## config.mk

```make
export PLATFORM = sky130hd
export DESIGN_NAME = ysyx_25040105_idu
export DESIGN_NICKNAME = d
export VERILOG_FILES = /design/src/rtl/ysyx_25040105_idu.sv
export SDC_FILE = /design/constraint.sdc
export NUM_CORES = 1
export LEC_CHECK = 0
export ABC_AREA = 1
export CORE_MARGIN = 4
export CORE_UTILIZATION = 48
export CTS_CLUSTER_DIAMETER = 50
export DETAILED_ROUTE_END_ITERATION = 16
export GPL_ROUTABILITY_DRIVEN = 0
export PLACE_DENSITY = 0.88
export SETUP_SLACK_MARGIN = 0.1
export SLEW_MARGIN = 20
export SYNTH_ARGS = -nofsm -noshare
export SYNTH_HDL_FRONTEND = slang
export SYNTH_SLANG_ARGS = --single-unit
```

## constraint.sdc

```tcl
create_clock -name clk -period 2.6 [get_ports clk]
set_input_delay 0.26 -clock clk [delete_from_list [all_inputs] [get_ports clk]]
set_output_delay 0.26 -clock clk [all_outputs]
set_load 0.02 [all_outputs]
```

## src/rtl/ysyx_25040105_idu.sv

```systemverilog
// RV32I-subset instruction decoder with a single registered output stage.
// Halts intake after accepting ebreak or an unsupported encoding; only reset resumes.
module ysyx_25040105_idu #(
    parameter int XLEN = 32
) (
    input  logic            clk,
    input  logic            rst,
    input  logic            in_valid,
    output logic            in_ready,
    input  logic [XLEN-1:0] in_inst,
    input  logic [XLEN-1:0] in_pc,
    output logic            out_valid,
    input  logic            out_ready,
    output logic [XLEN-1:0] out_pc,
    output logic [XLEN-1:0] out_imm,
    output logic [3:0]      out_alu_op,
    output logic            out_alu_src,
    output logic [4:0]      out_rs1,
    output logic [4:0]      out_rs2,
    output logic [4:0]      out_rd,
    output logic            out_rd_wen,
    output logic            out_ebreak,
    output logic            out_illegal,
    output logic            halted,
    output logic [31:0]     dec_count
);

    localparam logic [3:0] OP_ADD   = 4'b0000;
    localparam logic [3:0] OP_SUB   = 4'b0001;
    localparam logic [3:0] OP_SLL   = 4'b0010;
    localparam logic [3:0] OP_SRL   = 4'b0011;
    localparam logic [3:0] OP_AUIPC = 4'b0100;
    localparam logic [3:0] OP_LUI   = 4'b0101;

    typedef struct packed {
        logic [XLEN-1:0] pc;
        logic [XLEN-1:0] imm;
        logic [3:0]      alu_op;
        logic            alu_src;
        logic [4:0]      rs1;
        logic [4:0]      rs2;
        logic [4:0]      rd;
        logic            rd_wen;
        logic            ebreak;
        logic            illegal;
    } bundle_t;

    typedef enum logic {RUN, HALT} state_t;

    state_t  state, state_nxt;
    bundle_t dec, bnd;
    logic    vld;
    logic    legal;
    logic    accept;

    wire [6:0] opcode = in_inst[6:0];
    wire [2:0] funct3 = in_inst[14:12];
    wire [6:0] funct7 = in_inst[31:25];

    always_comb begin
        dec         = '0;
        dec.pc      = in_pc;
        dec.rs1     = in_inst[19:15];
        dec.rs2     = in_inst[24:20];
        dec.rd      = in_inst[11:7];
        dec.alu_op  = OP_ADD;
        dec.ebreak  = (in_inst == 32'h0010_0073);
        legal       = 1'b1;
        case (opcode)
            7'b0110111: begin
                dec.alu_op  = OP_LUI;
                dec.alu_src = 1'b1;
                dec.imm     = {in_inst[31:12], 12'b0};
            end
            7'b0010111: begin
                dec.alu_op  = OP_AUIPC;
                dec.alu_src = 1'b1;
                dec.imm     = {in_inst[31:12], 12'b0};
            end
            7'b0010011: begin
                dec.alu_src = 1'b1;
                case (funct3)
                    3'b000: dec.imm = {{(XLEN-12){in_inst[31]}}, in_inst[31:20]};
                    3'b001: begin
                        dec.alu_op = OP_SLL;
                        dec.imm    = {{(XLEN-5){1'b0}}, in_inst[24:20]};
                        legal      = (funct7 == 7'b0);
                    end
                    3'b101: begin
                        dec.alu_op = OP_SRL;
                        dec.imm    = {{(XLEN-5){1'b0}}, in_inst[24:20]};
                        legal      = (funct7 == 7'b0);
                    end
                    default: legal = 1'b0;
                endcase
            end
            7'b0110011: begin
                case ({funct7, funct3})
                    10'b0000000_000: dec.alu_op = OP_ADD;
                    10'b0100000_000: dec.alu_op = OP_SUB;
                    10'b0000000_001: dec.alu_op = OP_SLL;
                    10'b0000000_101: dec.alu_op = OP_SRL;
                    default:         legal = 1'b0;
                endcase
            end
            default: legal = 1'b0;
        endcase
        // ebreak and illegal words both collapse to a plain ADD with no operands
        if (dec.ebreak || !legal) begin
            dec.alu_op  = OP_ADD;
            dec.alu_src = 1'b0;
            dec.imm     = '0;
        end
        dec.illegal = !legal && !dec.ebreak;
        dec.rd_wen  = legal && !dec.ebreak && (dec.rd != 5'd0);
    end

    assign in_ready = (state == RUN) && (!vld || out_ready);
    assign accept   = in_valid && in_ready;

    always_comb begin
        state_nxt = state;
        if (state == RUN && accept && (dec.ebreak || dec.illegal))
            state_nxt = HALT;
    end

    always_ff @(posedge clk) begin
        if (rst) begin
            state     <= RUN;
            vld       <= 1'b0;
            bnd       <= '0;
            dec_count <= '0;
        end else begin
            state <= state_nxt;
            if (accept) begin
                vld       <= 1'b1;
                bnd       <= dec;
                dec_count <= dec_count + 32'd1;
            end else if (out_ready) begin
                vld <= 1'b0;
            end
        end
    end

    assign out_valid   = vld;
    assign out_pc      = bnd.pc;
    assign out_imm     = bnd.imm;
    assign out_alu_op  = bnd.alu_op;
    assign out_alu_src = bnd.alu_src;
    assign out_rs1     = bnd.rs1;
    assign out_rs2     = bnd.rs2;
    assign out_rd      = bnd.rd;
    assign out_rd_wen  = bnd.rd_wen;
    assign out_ebreak  = bnd.ebreak;
    assign out_illegal = bnd.illegal;
    assign halted      = (state == HALT);

endmodule
```

; ---- After elaboration in Yosys (flattened, before gate mapping)
; Index checks and enable logic that the tools add are counted.
; Widths: inputs -> output; s select.
[word_totals]
ff_bits = 121
latch_bits = 0
mem_bits_rw = 0
mem_bits_ro = 0
in_bits = 68
elab_cells = 59
memories = 0
[op_classes]
add_sub_neg = 1
n_mul = 0
n_div = 0
magnitude_cmp = 0
n_eq_ne = 10
shifts = 0
mux = 12
n_bitwise = 1
reduce_logical = 22
[ops]
columns = op, n
row1 = $pmux 32 s2, 2
row2 = $mux 37, 1
row3 = $add 32x1->32 const B, 1
row4 = $eq 32x21->1 const B, 1
row5 = $pmux 4 s4, 1
row6 = $eq 7x5->1 const B, 2
row7 = $eq 7x6->1 const B, 2
row8 = $eq 10x1->1 const B, 1
row9 = $eq 10x3->1 const B, 1
row10 = $eq 10x9->1 const B, 1
row11 = $logic_not 10->1, 1
row12 = $logic_and 1x1->1, 7
row13 = $logic_not 7->1, 1
row14 = $pmux 2 s3, 1
row15 = $reduce_bool 5->1, 1
row16 = $mux 1, 4
row17 = $pmux 2 s2, 1
row18 = $reduce_or 2->1, 2
row19 = $reduce_or 4->1, 1
row20 = $eq 3x1->1 const B, 1
row21 = $eq 3x3->1 const B, 1
row22 = $logic_not 1->1, 3
row23 = $logic_not 3->1, 1
row24 = $logic_or 1x1->1, 3
row25 = other kinds (5), 5

; ---- Longest topological paths before layout
; Gate-level depths: netlist of run 1.
[logic_depth]
word_depth = 8
depth_mapped = 12

; ---- Least setup slack after synthesis of run 1
; Ideal clock, no wire load.
[synth_timing]
path_type = register -> register
from = register dec_count[1]
to = register dec_count[20]
arrival_ns = 1.443
t_required_ns = 2.472
slack_ns = 1.030
path_stages_with_launch = 9
synth_period_minus_slack_ns = 1.570
cell_sequence = dfxtp_1 > ha_1 > nand3_1 > nor3_1 > nand4_1 > nor2_1 > nand3_1 > nand2_1 > nor2_1
[synth_via]
elab_chain_cells = 1
[synth_lines]
columns = item, line_no
row1 = "start, declared", 25  ; output logic [31:0] dec_count
row2 = "start signal, assigned", 138  ; dec_count <= dec_count + 32'd1;
row3 = $add 32x1->32, 138
; No other way between the ends.
; A chain may end at the register's enable or synchronous reset.

; ---- Final worst setup path of run 1
[layout_timing]
from = register vld, in the netlist out_valid
to = output port in_ready
[layout_via]
elab_chain_cells = 3
[layout_lines]
columns = item, line_no
row1 = "start, declared", 52  ; logic vld;
row2 = "start signal, assigned", 130  ; vld <= 1'b0;
row3 = "start signal, assigned", 136  ; vld <= 1'b1;
row4 = "start signal, assigned", 140  ; vld <= 1'b0;
row5 = $logic_not 1->1, 118  ; assign in_ready = (state == RUN) && (!vld || out_ready);
row6 = $logic_or 1x1->1, 118
row7 = $logic_and 1x1->1, 118
row8 = "end, declared", 9  ; output logic in_ready,
; No other way between the ends.

==> results of run 1 <==
## where the power goes
| group | internal (mW) | total [mW] | switching (mW) |
|---|---|---|---|
| clock | 1.32 | 2.19 | 0.866 |
| combinational | 0.258 | 0.573 | 0.315 |
| sequential | 1.90 | 1.94 | 0.0364 |
## how the worst max path moves through the flow
stage                      start            end
floorplan           dec_count[1]  dec_count[20]
global placement        in_valid     out_imm[1]
detailed placement      in_valid     out_imm[1]
CTS                    out_valid       in_ready
global route        dec_count[1]  dec_count[24]
finish                 out_valid       in_ready
## cell usage after synthesis
master,instances,share of area [%]
sky130_fd_sc_hd__nand3b_1,3,0.43
sky130_fd_sc_hd__nand3_1,23,2.2
sky130_fd_sc_hd__nor3_4,2,0.62
sky130_fd_sc_hd__nand2_1,234,17
sky130_fd_sc_hd__dfxtp_1,120,46
sky130_fd_sc_hd__clkbuf_1,18,1.3
sky130_fd_sc_hd__nor3_1,8,0.76
sky130_fd_sc_hd__nor3b_2,2,0.48
sky130_fd_sc_hd__inv_1,55,3.9
sky130_fd_sc_hd__buf_6,1,0.22
sky130_fd_sc_hd__a31oi_1,1,0.12
sky130_fd_sc_hd__nor2_2,1,0.12
sky130_fd_sc_hd__xor2_1,5,0.84
sky130_fd_sc_hd__o21a_1,4,0.57
sky130_fd_sc_hd__nor3_2,3,0.57
sky130_fd_sc_hd__conb_1,1,0.072
sky130_fd_sc_hd__a21oi_1,127,12
sky130_fd_sc_hd__nor2_4,4,0.86
sky130_fd_sc_hd__ha_1,1,0.24
sky130_fd_sc_hd__buf_4,4,0.57
sky130_fd_sc_hd__nor2_1,77,5.5
sky130_fd_sc_hd__buf_2,13,1.2
sky130_fd_sc_hd__inv_2,1,0.072
sky130_fd_sc_hd__nand2_2,3,0.36
sky130_fd_sc_hd__nor4_1,1,0.12
sky130_fd_sc_hd__o21ai_1,2,0.19
sky130_fd_sc_hd__o21ai_0,16,1.5
sky130_fd_sc_hd__nand4_1,19,2.3
## through the flow
stage	std cells	util (%)
global route	1077	74.2
CTS	1077	74.2
detailed placement	1045	68.8
finish	1077	74.2
global placement	1045	68.8
floorplan	749	-
## state kept, by name (all words and copies together) (netlist names)
| name | cells |
|---|---|
| out_alu_src | 1 |
| out_ebreak | 1 |
| out_illegal | 1 |
| out_alu_op | 3 |
| out_rs1 | 5 |
| out_imm | 32 |
| halted | 1 |
| dec_count | 32 |
| out_pc | 32 |
| out_valid | 1 |
| out_rd | 5 |
| out_rd_wen | 1 |
| out_rs2 | 5 |
## kinds of logic (layout without fill, tap and decap cells)
group / Yosys count / count (layout) / synth area share [%]
and+or+nand+nor: 380 / 380 / 31.1
other: 1 / 1 / 0.0716
DFF: 120 / 120 / 45.9
adders and majority gates: 1 / 1 / 0.239
AOI/OAI and AO/OA: 150 / 150 / 14.6
buffers and inverters: 92 / 284 / 7.34
xor gates and xnor gates: 5 / 5 / 0.836
## layout make-up
| cell class | instances | area share [%] |
|---|---|---|
| tap | 136 | 2.19 |
| clock inverter | 13 | 1.55 |
| multi-input combinational | 537 | 31.6 |
| timing repair buffer | 196 | 25.3 |
| sequential | 120 | 30.9 |
| inverter | 56 | 2.71 |
| clock buffer | 19 | 5.69 |
## worst register-to-register path, stage by stage, from the launching register on
cell,delay [ps]
sky130_fd_sc_hd__dfxtp_1,390
sky130_fd_sc_hd__ha_1,220
sky130_fd_sc_hd__nand3_1,160
sky130_fd_sc_hd__nor3_1,220
sky130_fd_sc_hd__nand4_1,230
sky130_fd_sc_hd__inv_1,180
sky130_fd_sc_hd__nand2_1,90
sky130_fd_sc_hd__o21ai_1,220
sky130_fd_sc_hd__nor2_1,80
## layer usage
metal | share of wire [%] | global-route usage [%]
met1 | 37 | 28.8
met2 | 50 | 44.2
met3 | 11 | 11.9
met4 | 2.0 | 8.09
met5 | 0 | 0
==> key figures, run 1 <==
Run status
  – Status: completed

Placement
  – Cell area after placement: between 7000 and 8000 um^2
  – Number of buffers added on ports: between 150 and 200
  – Hpwl dp: 11.6 mm
  – Worst slack at placement: 521 ps

Hold path
  – Hold Path Cell Cnt: 3
  – Worst hold start: in_pc[17]
  – Hold worst-path end: out_pc[17]
  – Worst min-delay path category: in -> reg

Synth
  – Total standard cell area after synthesis: 5240 um^2
  – Post-synth cell types: 28
  – Synthesized flop and latch total: 120
  – Yosys Warn Count: 0
  – Post-synthesis sequential area ratio: 45.9%
  – Average cell area after synthesis: 6.99 um^2
  – Nets in the synthesized netlist: 818
  – Instance count of the mapped netlist: about 750

Cells and area
  – Most frequent standard cell in the layout excluding fill and tap cells: sky130_fd_sc_hd__nand2_1
  – Layout cell share with drive strength beyond 1: approximately 6.1%
  – Most used cells in the layout excluding fill and tap cells: 234 x sky130_fd_sc_hd__nand2_1, 187 x sky130_fd_sc_hd__clkdlybuf4s50_1, 127 x sky130_fd_sc_hd__a21oi_1
  – Final-layout fill cell count: 815
  – Seq. cell area: 2400 um^2
  – Multi-input gate area in the final layout: roughly 2500 um^2
  – Post-route cell area: between 7000 and 8000 um^2
  – Number of nets in the finished design: 997
  – Antenna Diode Count: 0
  – Area growth from synthesis to layout: 48.3%

Clock tree
  – CTS H-tree lvls: 4
  – Root Driver: sky130_fd_sc_hd__clkbuf_8
  – Clock tree from TritonCTS: done
  – Post-CTS Repair Setup Buffers: 0
  – CTS clock-pin slew for the worst setup and hold paths: 60 ps
  – Number of buffers inserted for hold repair after clock tree synthesis: 0
  – Maximum buffer depth of the clock tree: 2
  – Sinks on the clock net: 120
  – Clock buffer count from CTS: 17
  – Clock insertion delay at the later pin of the skew report: 510 ps
  – Number of cells upsized or downsized after cts: 0

Drt
  – Residual antenna-violating net count after detailed routing: 0
  – Routed wirelength normalized by instance count: 15.5 um
  – Wirelength, routed: 16.7 mm
  – TritonRoute pass-1 iters: 5
  – Average via count per standard cell: 5.20
  – Final routed DRC violation total: 0
  – Via Count: 5,596
  – DR iter-0 viols: 445

Global route
  – Gr usage total: 25.9%
  – Pin count of the biggest net entering global routing: 68
  – Global-route wire length before repair: 26.8 mm
  – Initial antenna violation count: 0
  – Via count of the first global-routing pass: roughly 5,400
  – Overflow after GRT: 0

Worst setup path
  – Arrival @ worst endpoint: 1680 ps
  – Type of element capturing the critical path: output pin
  – Required time worst endpoint: about 2300 ps
  – Buf+Inv Stages, Crit Path: 2
  – Worst r2r dst: dec_count[24]
  – Kind of launch point of the worst setup path: flip-flop
  – Origin of the critical flop-to-flop path: dec_count[1]
  – Cell type with the highest occurrence count on the critical path: sky130_fd_sc_hd__nor2_4
  – Cell count of the worst reg-to-reg path: 8
  – CP max FO: 3
  – R2R setup slack: 710 ps
  – Critical path depth: 4
  – Critical path start-end classification: reg -> out
  – Slowest stage delay, CP: 620 ps
  – Cell family with the largest share of critical-path delay: buffers and inverters
  – Slowest library cell on the worst path: sky130_fd_sc_hd__clkdlybuf4s50_1
  – Ordered cell list for the critical path: inv_1 > nor2_4 > nor2_4 > clkdlybuf4s50_1

STA
  – Worst-Margin Slew: 706 ps
  – Setup skew after layout: ~15 ps
  – Setup_tns: 0 ps
  – Time the final worst path needs with I/O delays and setup: approximately 1900 ps
  – Unrepaired setup endpoints after global routing: false
  – Count of pins over their slew limit: 0
  – Max-Slew Margin vs Limit: 52.9%
  – Final number of hold-violating endpoints: 0
  – Least setup slack across all paths after layout: 663 ps
  – Hold Worst Slack: 308 ps
  – Period utilization: approximately three quarters
  – Final setup fails: 0
  – Upper clock frequency limit: ~520 MHz

Power and ir drop
  – Power per unit of standard cell area: approximately 600 nW/um^2
  – Peak supply drop: about 0.54 mV
  – Power after layout: 4.70 mW
  – Leak pwr: 2.90 nW

Floorplanning
  – Y dimension of the die: 112 um
  – Die area: 12,600 um^2
  – Std cell rows: 37
  – Count of pins on the block boundary: 190
  – Initial standard-cell utilization of the core: roughly half
  – Die boundary width: 112 um
  – Core ar.: 10,500 um^2

Flow run
  – Total of max-cap violations: 0
(Power assumes the default switching activity.)
==> run 2: changes to the inputs <==
--- a/config.mk
+++ b/config.mk
@@ -7,11 +7,11 @@
 export LEC_CHECK = 0
 export ABC_AREA = 1
 export CORE_MARGIN = 4
-export CORE_UTILIZATION = 48
+export CORE_UTILIZATION = 41
 export CTS_CLUSTER_DIAMETER = 50
 export DETAILED_ROUTE_END_ITERATION = 16
 export GPL_ROUTABILITY_DRIVEN = 0
-export PLACE_DENSITY = 0.88
+export PLACE_DENSITY = 0.8
 export SETUP_SLACK_MARGIN = 0.1
 export SLEW_MARGIN = 20
 export SYNTH_ARGS = -nofsm -noshare
==> constraint.sdc (replaced) <==
create_clock -name clk -period 1.62 [get_ports clk]
set_input_delay 0.162 -clock clk [delete_from_list [all_inputs] [get_ports clk]]
set_output_delay 0.162 -clock clk [all_outputs]
set_load 0.02 [all_outputs]
==> key figures, run 2 (synthesis results as in run 1) <==
Run status
  – Status: completed (unchanged)

Power and ir drop
  – Internal Dissipation: 6.46 mW (was 3.48 mW)
  – Combinational power share: 11.7% (was 12.2%)
  – Power per unit of standard cell area: 990 nW/um^2 (was 605 nW/um^2)
  – Proportion of total power due to net switching: 23.2% (was 25.9%)
  – Switching pwr: 1.95 mW (was 1.22 mW)
  – Leak pwr: 3.94 nW (was 2.90 nW)
  – Portion of total power attributed to sequential cells: 36.8% (was 41.2%)
  – Peak supply drop: 0.772 mV (was 0.540 mV)
  – Clock share of power: 51.5% (was 46.6%)

Clock tree
  – CTS clock-pin slew for the worst setup and hold paths: 60 ps (about the same)
  – Root Driver: sky130_fd_sc_hd__clkbuf_16 (was sky130_fd_sc_hd__clkbuf_8)
  – Maximum buffer depth of the clock tree: 2 (unchanged)
  – Clock insertion delay at the later pin of the skew report: 420 ps (was 510 ps)
  – CTS H-tree lvls: 4 (unchanged)
  – Sinks on the clock net: 120 (unchanged)
  – Number of buffers inserted for hold repair after clock tree synthesis: 0 (unchanged)
  – Clock buffer count from CTS: 17 (unchanged)
  – Clock tree from TritonCTS: done (unchanged)

Drt
  – Via Count: 5,786 (was 5,596)
  – TritonRoute pass-1 iters: 5 (unchanged)
  – Routed wirelength normalized by instance count: 14.5 um (was 15.5 um)
  – Residual antenna-violating net count after detailed routing: 0 (unchanged)
  – Final routed DRC violation total: 0 (unchanged)
  – Wirelength, routed: 17.1 mm (was 16.7 mm)
  – DR iter-0 viols: 415 (was 445)
  – Average via count per standard cell: 4.89 (was 5.20)

Worst setup path
  – Origin of the critical flop-to-flop path: dec_count[1] (unchanged)
  – Type of element capturing the critical path: flip-flop (was output pin)
  – Arrival @ worst endpoint: 1850 ps (was 1680 ps)
  – Cell count of the worst reg-to-reg path: 8 (unchanged)
  – Critical path start-end classification: reg -> reg (was reg -> out)
  – Required time worst endpoint: 1930 ps (was 2340 ps)
  – Startpoint of the worst setup timing path: dec_count[1] (was out_valid)
  – CP max FO: 5 (was 3)
  – Kind of launch point of the worst setup path: flip-flop (unchanged)

Floorplanning
  – Die boundary width: 121 um (was 112 um)
  – Count of pins on the block boundary: 190 (unchanged)
  – Core ar.: 12,600 um^2 (was 10,500 um^2)
  – Die area: 14,600 um^2 (was 12,600 um^2)
  – Std cell rows: 41 (was 37)
  – Initial standard-cell utilization of the core: 41.7% (was 50.0%)
  – Y dimension of the die: 121 um (was 112 um)

Global route
  – Pin count of the biggest net entering global routing: 64 (was 68)
  – Initial antenna violation count: 0 (unchanged)
  – Overflow after GRT: 0 (unchanged)
  – Via count of the first global-routing pass: 5,588 (was 5,388)
  – Global-route wire length before repair: 26.8 mm (about the same)
  – Gr usage total: 23.1% (was 25.9%)

Cells and area
  – Antenna Diode Count: 0 (unchanged)
  – Most frequent standard cell in the layout excluding fill and tap cells: sky130_fd_sc_hd__nand2_1 (unchanged)
  – Number of nets in the finished design: 1,068 (was 997)
  – Most used cells in the layout excluding fill and tap cells: 226 x sky130_fd_sc_hd__nand2_1, 126 x sky130_fd_sc_hd__a21oi_1, 121 x sky130_fd_sc_hd__dlygate4sd2_1 (was 234 x sky130_fd_sc_hd__nand2_1, 187 x sky130_fd_sc_hd__clkdlybuf4s50_1, 127 x sky130_fd_sc_hd__a21oi_1)
  – Area growth from synthesis to layout: 62.2% (was 48.3%)
  – Layout cell share with drive strength beyond 1: 15.8% (was 6.06%)
  – Post-route cell area: 8500 um^2 (was 7760 um^2)
  – Non-Filler Instances: 1,184 (was 1,077)

Placement
  – Number of buffers added on ports: 188 (unchanged)
  – Cell area after placement: 7760 um^2 (was 7200 um^2)
  – Hpwl dp: 12.0 mm (was 11.6 mm)
  – Post-Place Cells: 1,143 (was 1,045)

STA
  – Hold Worst Slack: 89.3 ps (was 308 ps)
  – Final number of hold-violating endpoints: 0 (unchanged)
  – Setup skew after layout: 4.57 ps (was 15.2 ps)
  – Time the final worst path needs with I/O delays and setup: 1540 ps
  – Count of pins over their slew limit: 0 (unchanged)
  – Final setup fails: 0 (unchanged)
  – Upper clock frequency limit: ~650 MHz
  – Unrepaired setup endpoints after global routing: true (was false)
  – Period utilization: 95.2%

Hold path
  – Worst min-delay path category: in -> reg (unchanged)
  – Worst hold start: rst (was in_pc[17])
  – Hold Path Cell Cnt: 2 (was 3)

Flow run
  – Total of max-cap violations: 0 (unchanged)
-- run 2: cell types whose count changed in the layout (fill, tap and decap cells not counted), sizes merged, moves of 3 or more --
| cell | change |
|---|---|
| clkdlybuf4s50 | -121 |
| dlygate4sd2 | +121 |
| buf | +70 |
| bufinv | +5 |
| clkbuf | +3 |
| inv | -3 |
-- run 2: metal layers --
metal  wire [um]  track usage, %  up-vias
met3        1550            8.25       31
met1        6830            26.8     2593
met4         403            10.6        0
met5           0               0        -
li1            -               -     2919
met2        8340            37.9      243
-- run 2: final timing paths --
| check | endpoint | slack (ps) |
|---|---|---|
| worst min register to register | out_pc[4] | 460 |
| worst min-delay path | out_pc[15] | 90 |
| worst max register to register | dec_count[21] | 80 |
| worst max-delay path | dec_count[21] | 80 |
-- run 2: worst max-delay path, stage by stage, from the launching register on --
cell	delay, ps
sky130_fd_sc_hd__dfxtp_2	330
sky130_fd_sc_hd__buf_6	110
sky130_fd_sc_hd__nand2_4	50
sky130_fd_sc_hd__nor2_4	120
sky130_fd_sc_hd__nand3b_1	120
sky130_fd_sc_hd__nor2_4	180
sky130_fd_sc_hd__nand4_1	180
sky130_fd_sc_hd__buf_4	180
sky130_fd_sc_hd__o21a_1	160
-- run 2: power by group through the flow --
stage	registers, mW	logic [mW]	clock network, mW
3_3_place_gp	3.16	1.01	0
5_1_grt	3.11	1.05	4.53
3_5_place_dp	3.16	1.02	0
2_1_floorplan	3.28	0.327	0
4_1_cts	3.10	0.956	4.39
6_report	3.10	0.985	4.33
-- run 2: layout make-up --
class	count	area, um^2
clock inverter	11	219
timing repair buffer	267	2420
inverter	56	210
tap	172	215
clock buffer	21	460
fill	1068	4070
sequential	120	2420
multi-input combinational	537	2550
-- run 2: timing repair --
item                                    4_1_cts  5_1_grt
gates cloned                                  0        1
setup buffers                                 0        8
pin swaps                                     0       13
resized for setup                           126       38
endpoints found under the setup margin      132       68
-- run 2: stage by stage --
step	worst slack [ps]	util (%)	setup TNS (ps)	power, mW
after detailed placement	-254	61.8	-8910	4.18
after global placement	-172	61.8	-7680	4.17
after global routing	-27.8	67.6	-40.1	8.70
after floorplan	129	-	0	3.61
after CTS	82.5	66.1	0	8.45
final	77.8	67.6	0	8.41
